===== config.mk =====
export PLATFORM = sky130hd
export DESIGN_NAME = cipher_arbiter
export DESIGN_NICKNAME = d
export VERILOG_FILES = /design/src/rtl/aes_pkg.sv /design/src/rtl/rr_pick.sv /design/src/rtl/cipher_arbiter.sv
export SDC_FILE = /design/constraint.sdc
export NUM_CORES = 1
export LEC_CHECK = 0
export ABC_AREA = 1
export BUFFER_PORTS_ARGS = -buffer_cell sky130_fd_sc_hd__buf_2
export CORE_AREA = 2 2 256 258
export DETAILED_ROUTE_END_ITERATION = 8
export DIE_AREA = 0 0 258 260
export PLACE_DENSITY = 0.43
export SYNTH_ARGS = -nofsm -noshare
export SYNTH_HDL_FRONTEND = slang
export SYNTH_SLANG_ARGS = --single-unit

===== constraint.sdc =====
create_clock -name clk -period 3.75 [get_ports clk]
set_input_delay 0.375 -clock clk [delete_from_list [all_inputs] [get_ports clk]]
set_output_delay 0.375 -clock clk [all_outputs]
set_load 0.01 [all_outputs]

===== src/rtl/aes_pkg.sv =====
// Shared AES-side types and constants for the cipher front-end logic.
// Holds the arbiter state encoding, block/round widths and the legal round
// counts of the three AES key sizes.
package aes_pkg;

  // Width of a rounds_total value and of one cipher block.
  localparam int unsigned NB    = 4;
  localparam int unsigned BLK_S = 128;

  // Round counts for 128/192/256-bit keys.
  localparam logic [NB-1:0] NR_128 = 4'd10;
  localparam logic [NB-1:0] NR_192 = 4'd12;
  localparam logic [NB-1:0] NR_256 = 4'd14;

  typedef enum logic [2:0] {
    IDLE,
    GRANT,
    LAUNCH,
    BUSY,
    RESP
  } arb_state_t;

  // True when the requested round count matches a real AES key size.
  function automatic logic rounds_legal(input logic [NB-1:0] rounds);
    return (rounds == NR_128) || (rounds == NR_192) || (rounds == NR_256);
  endfunction

endpackage


===== src/rtl/rr_pick.sv =====
// Combinational round-robin picker: returns the first asserted valid bit
// at or after ptr_i, wrapping around the vector. Kept generic so a future
// key-slot arbiter can reuse it.
module rr_pick #(
  parameter int unsigned N_REQ = 2,
  parameter int unsigned IDX_W = $clog2(N_REQ)
) (
  input  logic [N_REQ-1:0] valid_i,
  input  logic [IDX_W-1:0] ptr_i,
  output logic [IDX_W-1:0] grant_o,
  output logic             any_valid_o
);

  // Two descending passes with last-write-wins: the wrapped region (below
  // ptr) is the fallback, the region at/after ptr overrides it.
  always_comb begin
    // NOTE: every output gets a default first so no path leaves it unassigned and infers a latch.
    grant_o     = '0;
    any_valid_o = 1'b0;
    for (int i = N_REQ - 1; i >= 0; i--) begin
      if (valid_i[i] && (IDX_W'(i) < ptr_i)) begin
        grant_o     = IDX_W'(i);
        any_valid_o = 1'b1;
      end
    end
    for (int i = N_REQ - 1; i >= 0; i--) begin
      if (valid_i[i] && (IDX_W'(i) >= ptr_i)) begin
        grant_o     = IDX_W'(i);
        any_valid_o = 1'b1;
      end
    end
  end

endmodule


===== src/rtl/cipher_arbiter.sv =====
// Round-robin arbiter sharing one cipher core between N_REQ requesters
// (legal N_REQ range 2..4). One block is in flight at a time:
// IDLE -> GRANT -> LAUNCH -> BUSY -> RESP -> IDLE.
// Optional BUSY watchdog: define CIPHER_ARB_TIMEOUT_EN (adds TIMEOUT_CYC).
module cipher_arbiter
  import aes_pkg::*;
#(
  parameter int unsigned N_REQ = 2
`ifdef CIPHER_ARB_TIMEOUT_EN
  ,
  parameter int unsigned TIMEOUT_CYC = 64
`endif
) (
  input  logic                   clk,
  input  logic                   reset,
  input  logic [N_REQ-1:0]       req_valid,
  output logic [N_REQ-1:0]       req_ready,
  input  logic [N_REQ*BLK_S-1:0] req_plaintext,
  input  logic [N_REQ*NB-1:0]    req_rounds,
  output logic [N_REQ-1:0]       res_valid,
  input  logic [N_REQ-1:0]       res_ready,
  output logic [BLK_S-1:0]       res_data,
  output logic                   res_err,
  output logic                   cipher_en,
  output logic [NB-1:0]          cipher_rounds_total,
  output logic [BLK_S-1:0]       cipher_plaintext,
  input  logic [BLK_S-1:0]       cipher_ciphertext,
  input  logic                   cipher_en_o
);

  localparam int unsigned IDX_W = $clog2(N_REQ);

  arb_state_t       state_q;
  logic [IDX_W-1:0] rr_ptr_q, rr_ptr_d;
  logic [IDX_W-1:0] owner_q;
  logic [N_REQ-1:0] req_ready_q;
  logic [N_REQ-1:0] res_valid_q;
  logic [BLK_S-1:0] res_data_q;
  logic             res_err_q;
  logic             cipher_en_q;
  logic [BLK_S-1:0] cipher_pt_q;
  logic [NB-1:0]    cipher_rounds_q;

  logic [IDX_W-1:0] pick_idx;
  logic             pick_any;
  logic [BLK_S-1:0] sel_pt;
  logic [NB-1:0]    sel_rounds;
  logic             res_ack;

`ifdef CIPHER_ARB_TIMEOUT_EN
  localparam int unsigned TMO_W = $clog2(TIMEOUT_CYC + 1);
  logic [TMO_W-1:0] tmo_cnt_q;
`endif

  function automatic logic [N_REQ-1:0] onehot(input logic [IDX_W-1:0] idx);
    return N_REQ'(1) << idx;
  endfunction

  rr_pick #(
    .N_REQ (N_REQ),
    .IDX_W (IDX_W)
  ) u_rr_pick (
    .valid_i     (req_valid),
    .ptr_i       (rr_ptr_q),
    .grant_o     (pick_idx),
    .any_valid_o (pick_any)
  );

  // Owner's request slice and the next round-robin pointer.
  always_comb begin
    sel_pt     = '0;
    sel_rounds = '0;
    for (int i = 0; i < N_REQ; i++) begin
      if (owner_q == IDX_W'(i)) begin
        sel_pt     = req_plaintext[i*BLK_S +: BLK_S];
        sel_rounds = req_rounds[i*NB +: NB];
      end
    end
    rr_ptr_d = (owner_q == IDX_W'(N_REQ - 1)) ? '0 : owner_q + IDX_W'(1);
  end

  // res_valid is one-hot on the owner in RESP, so this masks off non-owner readies.
  assign res_ack = |(res_ready & res_valid_q);

  // Arbitration FSM with all outputs registered.
  always_ff @(posedge clk or negedge reset) begin
    if (!reset) begin
      state_q         <= IDLE;
      rr_ptr_q        <= '0;
      owner_q         <= '0;
      req_ready_q     <= '0;
      res_valid_q     <= '0;
      res_data_q      <= '0;
      res_err_q       <= 1'b0;
      cipher_en_q     <= 1'b0;
      cipher_pt_q     <= '0;
      cipher_rounds_q <= '0;
`ifdef CIPHER_ARB_TIMEOUT_EN
      tmo_cnt_q       <= '0;
`endif
    end else begin
      // NOTE: state uses non-blocking assignments so every branch reads pre-edge values.
      unique case (state_q)
        IDLE: begin
          if (pick_any) begin
            owner_q     <= pick_idx;
            req_ready_q <= onehot(pick_idx);
            state_q     <= GRANT;
          end
        end
        GRANT: begin
          req_ready_q     <= '0;
          cipher_pt_q     <= sel_pt;
          cipher_rounds_q <= sel_rounds;
          rr_ptr_q        <= rr_ptr_d;
          if (rounds_legal(sel_rounds)) begin
            cipher_en_q <= 1'b1;
            state_q     <= LAUNCH;
          end else begin
            res_valid_q <= onehot(owner_q);
            res_err_q   <= 1'b1;
            res_data_q  <= '0;
            state_q     <= RESP;
          end
        end
        LAUNCH: begin
          cipher_en_q <= 1'b0;
          state_q     <= BUSY;
`ifdef CIPHER_ARB_TIMEOUT_EN
          tmo_cnt_q   <= '0;
`endif
        end
        BUSY: begin
          if (cipher_en_o) begin
            res_data_q  <= cipher_ciphertext;
            res_err_q   <= 1'b0;
            res_valid_q <= onehot(owner_q);
            state_q     <= RESP;
          end
`ifdef CIPHER_ARB_TIMEOUT_EN
          // Last BUSY cycle of the window: report a timeout instead of waiting.
          else if (tmo_cnt_q == TMO_W'(TIMEOUT_CYC - 1)) begin
            res_data_q  <= '0;
            res_err_q   <= 1'b1;
            res_valid_q <= onehot(owner_q);
            state_q     <= RESP;
          end else begin
            tmo_cnt_q <= tmo_cnt_q + TMO_W'(1);
          end
`endif
        end
        RESP: begin
          if (res_ack) begin
            res_valid_q <= '0;
            state_q     <= IDLE;
          end
        end
        default: state_q <= IDLE;
      endcase
    end
  end

  assign req_ready           = req_ready_q;
  assign res_valid           = res_valid_q;
  assign res_data            = res_data_q;
  assign res_err             = res_err_q;
  assign cipher_en           = cipher_en_q;
  assign cipher_plaintext    = cipher_pt_q;
  assign cipher_rounds_total = cipher_rounds_q;

endmodule


==> results.py, run 1 <==
metrics = {
    "run_status": {
        "status": "finished clean",
    },
    "synth": {
        "syn_area_um2": 12100,
        "yosys.cell_count.top_type": "nand2_1",
        "syn-instance-count": 1387,
        "yosysUniqueCellTypes": 20,
        "synth_top_area_share_pct": 56.1,
        "synthTopCellsByCount": "nand2_1, dfrtp_1, nor2_1",
        "synth-edff-count": 0,
        "syn-num-nets": 1786,
        "ys_seq_area_share_pct": 56.1,
        "async_flop_share_pct": 100,
        "synth_top_area_cell": "dfrtp_1",
        "yosys-top-cells-area": "dfrtp_1, nand2_1, nor2_1",
        "yosys_warnings": 0,
        "synth-seq-cells": 271,
        "avgSynthCellArea_um2": 8.72,
        "synth_flop_cell": "dfrtp_1",
    },
    "global_route": {
        "antenna_found_initial": 12,
        "grt_max_degree": 188,
        "grt_pass1_wl_mm": 78.2,
        "track_usage_pct": 14.9,
        "grt_pass1_vias": 12800,
        "overflow": 0,
    },
    "critical_path": {
        "critPathKind": "flip-flop to flip-flop",
        "worstPathArrival_ps": 3180,
        "path_cells": "inv_1 > nand2_8 > inv_2 > nand2_4 > buf_4 > nand3_1 > nand2_1",
        "worstPathRequired_ps": 4220,
        "cp-end-kind": "flip-flop",
        "cp_top_family": "simple AND/OR/NAND/NOR gates",
        "r2r_slack_ps": 1040,
        "cpPeakStageDelay_ps": 720,
        "start_kind": "flip-flop",
        "critical_path_buf_inv_count": 3,
        "crit_slowest_cell": "dfrtp_4",
        "worstPathMaxFanout": 82,
    },
    "detailed_routing": {
        "wl_met1_mm": 20.3,
        "drcViolationCount": 0,
        "drt-initial-drc-count": 969,
        "ant_nets": 0,
        "wl_mm": 52.2,
        "top_layer": "met5",
        "wl_per_cell_um": 18.2,
        "wl_met3_mm": 4.14,
        "wl_met2_mm": 26.0,
        "drtPass1Iterations": 5,
        "num_vias": 12500,
        "vias_per_cell": 4.36,
    },
    "sta": {
        "fmax_ghz": 0.369,
        "period_share_pct": 72.2,
        "clock_skew_ps": 12.3,
        "tightest_slew_ps": 1070,
        "setup_viol": 0,
        "rsz0062_at_grt": "false",
        "finalCriticalPeriod_ps": 2710,
        "slew_violations": 0,
        "fin_setup_tns_ps": 0,
        "relSlewSlack_pct": 28.7,
        "hold_viol": 0,
    },
    "placement": {
        "io_buffers": 664,
        "gp_congestion": 0.846,
        "hpwl_mm": 37.4,
    },
    "die": {
        "die_w_um": 258,
        "initial_core_util_pct": 18.9,
        "die_area_um2": 67100,
        "coreArea_um2": 64100,
        "rows": 93,
        "fp.dieH_um": 260,
        "io_pins": 665,
    },
    "clock_network": {
        "clkTransAtPathRegs_ps": 60,
        "root_buffer": "clkbuf_16",
        "clockBufferDepth": 3,
        "cts_tree": "done",
        "clk_latency_ps": 540,
        "cts_htree_levels": 2,
        "clock-sinks": 271,
        "cts_made_buffers": 36,
        "cts-resized-gates": 0,
        "cts_setup_buffers": 0,
        "cts_hold_buffers": 1,
    },
    "final_layout": {
        "fin_util_pct": 27.1,
        "syn_to_final_growth_pct": 43.5,
        "nNetsFinal": 2377,
        "drive_above_1_share_pct": 37.2,
    },
    "job": {
        "max_cap_violations": 0,
    },
    "pwr": {
        "p_per_area_nw_per_um2": 841,
        "ir_drop_uv": 595,
        "p_leak_nw": 9.51,
    },
    "worst_hold_path": {
        "min_path_type": "input port to flip-flop",
    },
}
## worst min-delay path, cell delays in order
cell     delay, ps
buf_2           70
nand4_1         70
nand2_1         60
## registers in the layout (all words and copies together) (netlist names), 2 cells and up
register,cells
res_data,128
state_q,3
res_valid,2
cipher_rounds_total,4
req_ready,2
cipher_plaintext,128
## path summary, 6_finish.rpt
kind | to | cells past startpoint | startpoint
setup / recovery | res_data[20] | 7 | state_q[1]
max in group asynchronous | cipher_plaintext[67] | 3 | reset
hold / removal | res_data[9] | 3 | cipher_ciphertext[9]
hold reg to reg | res_err | 2 | res_err
setup reg to reg | res_data[20] | 7 | state_q[1]
min in group asynchronous | res_data[56] | 2 | reset
## cell usage in the layout (no fill, tap or decap), types with 2 or more instances in the layout
cell type  count
nand3_1      134
dfrtp_4        2
inv_6          2
clkbuf_8      10
clkbuf_16     37
buf_2        662
nand2_1      301
clkinv_2       4
bufinv_16      2
nor2_1       267
buf_12         6
clkbuf_1       8
o31ai_1      128
nand2_4        2
buf_4         12
inv_1         13
diode_2       10
o21ai_0        7
nand4_1      128
dfrtp_1      269
## metal layers
layer | up-vias | global-route usage [%]
met1 | 5984 | 17.0
met2 | 482 | 25.8
met5 | - | 0
met3 | 90 | 4.66
met4 | 2 | 6.31
li1 | 5938 | -
## report_power, final
part           leakage, nW  internal (mW)  total, mW  switching [mW]
registers             3.51           4.18       4.94           0.767
clock network        0.590           2.14       3.51            1.37
logic                 5.42           2.09       6.15            4.06
## stage by stage
stage	cell area, um2	worst slack, ps	hold slack [ps]	cells	total power [mW]
after CTS	17300	1020	30.7	2858	14.9
after detailed placement	16100	1050	462	2794	11.2
final	17400	1040	76.5	2868	14.6
after global placement	16100	1090	460	2794	11.2
after global routing	17400	793	49.2	2868	15.7
after floorplan	12100	2400	79.4	1387	8.59
## cell families after synthesis
family                 count (synthesis)  share of synthesized area, %
AO/OA/AOI/OAI                        137                          8.34
buffers and inverters                144                          5.54
flip-flops                           271                          56.1
AND/OR/NAND/NOR                      835                          30.0
## cell type report
| cell class | instances | area, um2 |
|---|---|---|
| timing repair buffer | 682 | 3550 |
| clock inverter | 8 | 97.6 |
| clock buffer | 55 | 1090 |
| multi-input combinational | 972 | 4670 |
| antenna | 10 | 25.0 |
| fill | 7077 | 46800 |
| inverter | 15 | 58.8 |
| sequential | 271 | 6790 |
| tap | 855 | 1070 |
(Power assumes the default switching activity.)
==> run 2: changes to the inputs <==
Settings changed: PLACE_DENSITY 0.43 to 0.45.
Clock period 3.75 ns to 2.2 ns, I/O delays scaled along.
==> results.py, run 2 (synthesized netlist as in run 1, its figures left out) <==
metrics = {
    "sta": {
        "relSlewSlack_pct": 52.2,
        "fin_hold_ws_ps": 23.4,
        "slew_violations": 0,
        "fin_setup_tns_ps": 0,
        "hold_viol": 0,
        "finalCriticalPeriod_ps": 2110,
        "layout_setup_ws_ps": 89.0,
        "tightest_slew_ps": 717,
        "clock_skew_ps": 18.7,
        "fmax_ghz": 0.474,
        "period_share_pct": 96.0,
        "setup_viol": 0,
    },
    "pwr": {
        "power.internal_mw": 16.4,
        "p_per_area_nw_per_um2": 1300,
        "total_power_mw": 27.6,
        "comb_power_share_pct": 48.3,
        "clock_power_share_pct": 21.5,
        "p_leak_nw": 11.2,
        "p_sw_mw": 11.2,
        "power_frac_seq_pct": 30.3,
        "swShare_pct": 40.7,
        "ir_drop_uv": 759,
    },
    "job": {
        "max_cap_violations": 0,
    },
    "clock_network": {
        "clock-sinks": 271,
        "clkTransAtPathRegs_ps": 60,
        "cts_tree": "done",
        "clk_latency_ps": 540,
        "cts_htree_levels": 2,
        "root_buffer": "clkbuf_16",
        "clockBufferDepth": 3,
        "cts_made_buffers": 36,
    },
    "die": {
        "die_area_um2": 67100,
        "rows": 93,
        "fp.dieH_um": 260,
        "die_w_um": 258,
        "io_pins": 665,
        "coreArea_um2": 64100,
        "initial_core_util_pct": 18.9,
    },
    "detailed_routing": {
        "drcViolationCount": 0,
        "vias_per_cell": 4.38,
        "ant_nets": 0,
        "drtPass1Iterations": 4,
        "drt-initial-drc-count": 912,
        "num_vias": 14200,
        "wl_mm": 56.6,
        "wl_per_cell_um": 17.4,
    },
    "final_layout": {
        "drive_above_1_share_pct": 32.3,
        "final_cell_mix": "buf_2, dlygate4sd3_1, nand2_1, dfrtp_1, nor2_1",
        "final_area_um2": 21200,
        "final_common_cell": "buf_2",
        "nNetsFinal": 2755,
        "syn_to_final_growth_pct": 75.7,
    },
    "critical_path": {
        "start_kind": "flip-flop",
        "cp_top_family": "buffers and inverters",
        "regToRegStartpoint": "state_q[1]",
        "startpoint": "state_q[1]",
        "critical_path_buf_inv_count": 3,
        "cp-end-kind": "flip-flop",
        "path_cells": "clkinvlp_4 > nand2_8 > buf_16 > nand2_1 > o31ai_1 > dlygate4sd3_1",
        "cpPeakStageDelay_ps": 580,
        "critPathKind": "flip-flop to flip-flop",
        "worstPathArrival_ps": 2590,
        "crit_slowest_cell": "dlygate4sd3_1",
        "worstPathRequired_ps": 2670,
        "worstPathMaxFanout": 72,
    },
    "worst_hold_path": {
        "min_path_type": "input port to flip-flop",
        "hp-start": "req_plaintext[197]",
    },
    "placement": {
        "dp_slack_ps": 420,
        "gp_congestion": 0.885,
        "io_buffers": 664,
        "hpwl_mm": 38.5,
        "dpl_cell_area_um2": 16400,
    },
    "global_route": {
        "grt_pass1_wl_mm": 83.8,
        "grt_pass1_vias": 14500,
        "antenna_found_initial": 9,
        "track_usage_pct": 15.8,
        "overflow": 0,
        "grt_max_degree": 129,
    },
    "run_status": {
        "status": "finished clean",
    },
}
-- run 2: cell types whose count changed in the layout (fill, tap and decap cells not counted), sizes merged --
cell          delta
buf             +20
bufinv           +1
clkbuf           -4
clkinv           +2
clkinvlp         +5
diode            -3
dlygate4sd3    +354
dlymetal6s4s     +2
inv              -1
nand2            +1
-- run 2: final timing paths --
check | to | slack [ps] | depth (start not counted)
setup reg to reg | cipher_plaintext[66] | 90 | 6
hold reg to reg | cipher_plaintext[69] | 470 | 2
max in group asynchronous | res_data[37] | 1200 | 3
min in group asynchronous | res_data[86] | 250 | 2
hold / removal | cipher_plaintext[69] | 20 | 3
setup / recovery | cipher_plaintext[66] | 90 | 6
-- run 2: power groups by stage --
stage               combinational (mW)  clock (mW)  sequential, mW
finish                            13.3        5.93            8.35
global route                      14.6        6.34            8.62
CTS                               13.1        6.14            8.32
detailed placement                11.1           0            8.36
global placement                  11.1           0            8.35
floorplan                         5.48           0            9.16
-- run 2: what timing repair did --
action | in CTS | in global routing
hold buffers | 357 | 0
gates resized for setup | 0 | 10
setup buffers | 0 | 3
endpoints found under the hold margin | 302 | 0
setup endpoints to repair | 0 | 64
-- run 2: cell type report --
cell class / instances / area, um2
Tap cell: 855 / 1070
Antenna cell: 7 / 17.5
Timing Repair Buffer: 1059 / 7430
Fill cell: 6679 / 42900
Clock buffer: 50 / 1010
Clock inverter: 15 / 171
Sequential cell: 271 / 6790
Inverter: 15 / 67.6
Multi-Input combinational cell: 973 / 4680
-- run 2: worst min-delay path: cells and delay by family --
| kind | cells | cell delay, ps |
|---|---|---|
| AOI/OAI and AO/OA | 1 | 80 |
| and+or+nand+nor | 1 | 110 |
| buffers and inverters | 1 | 100 |
-- run 2: per-stage QoR --
step                      instances  util (%)
after CTS                      3233      33.0
after global routing           3245      33.1
final                          3245      33.1
after global placement         2811      25.5
after detailed placement       2811      25.5
after floorplan                1387         -
-- run 2: layer usage --
metal	track usage, %	share of wire (%)	routed length, um
met1	18.3	40	22400
met4	6.41	3.4	1920
met2	27.9	50	28200
met3	4.11	7.1	4020
met5	0	0.021	12
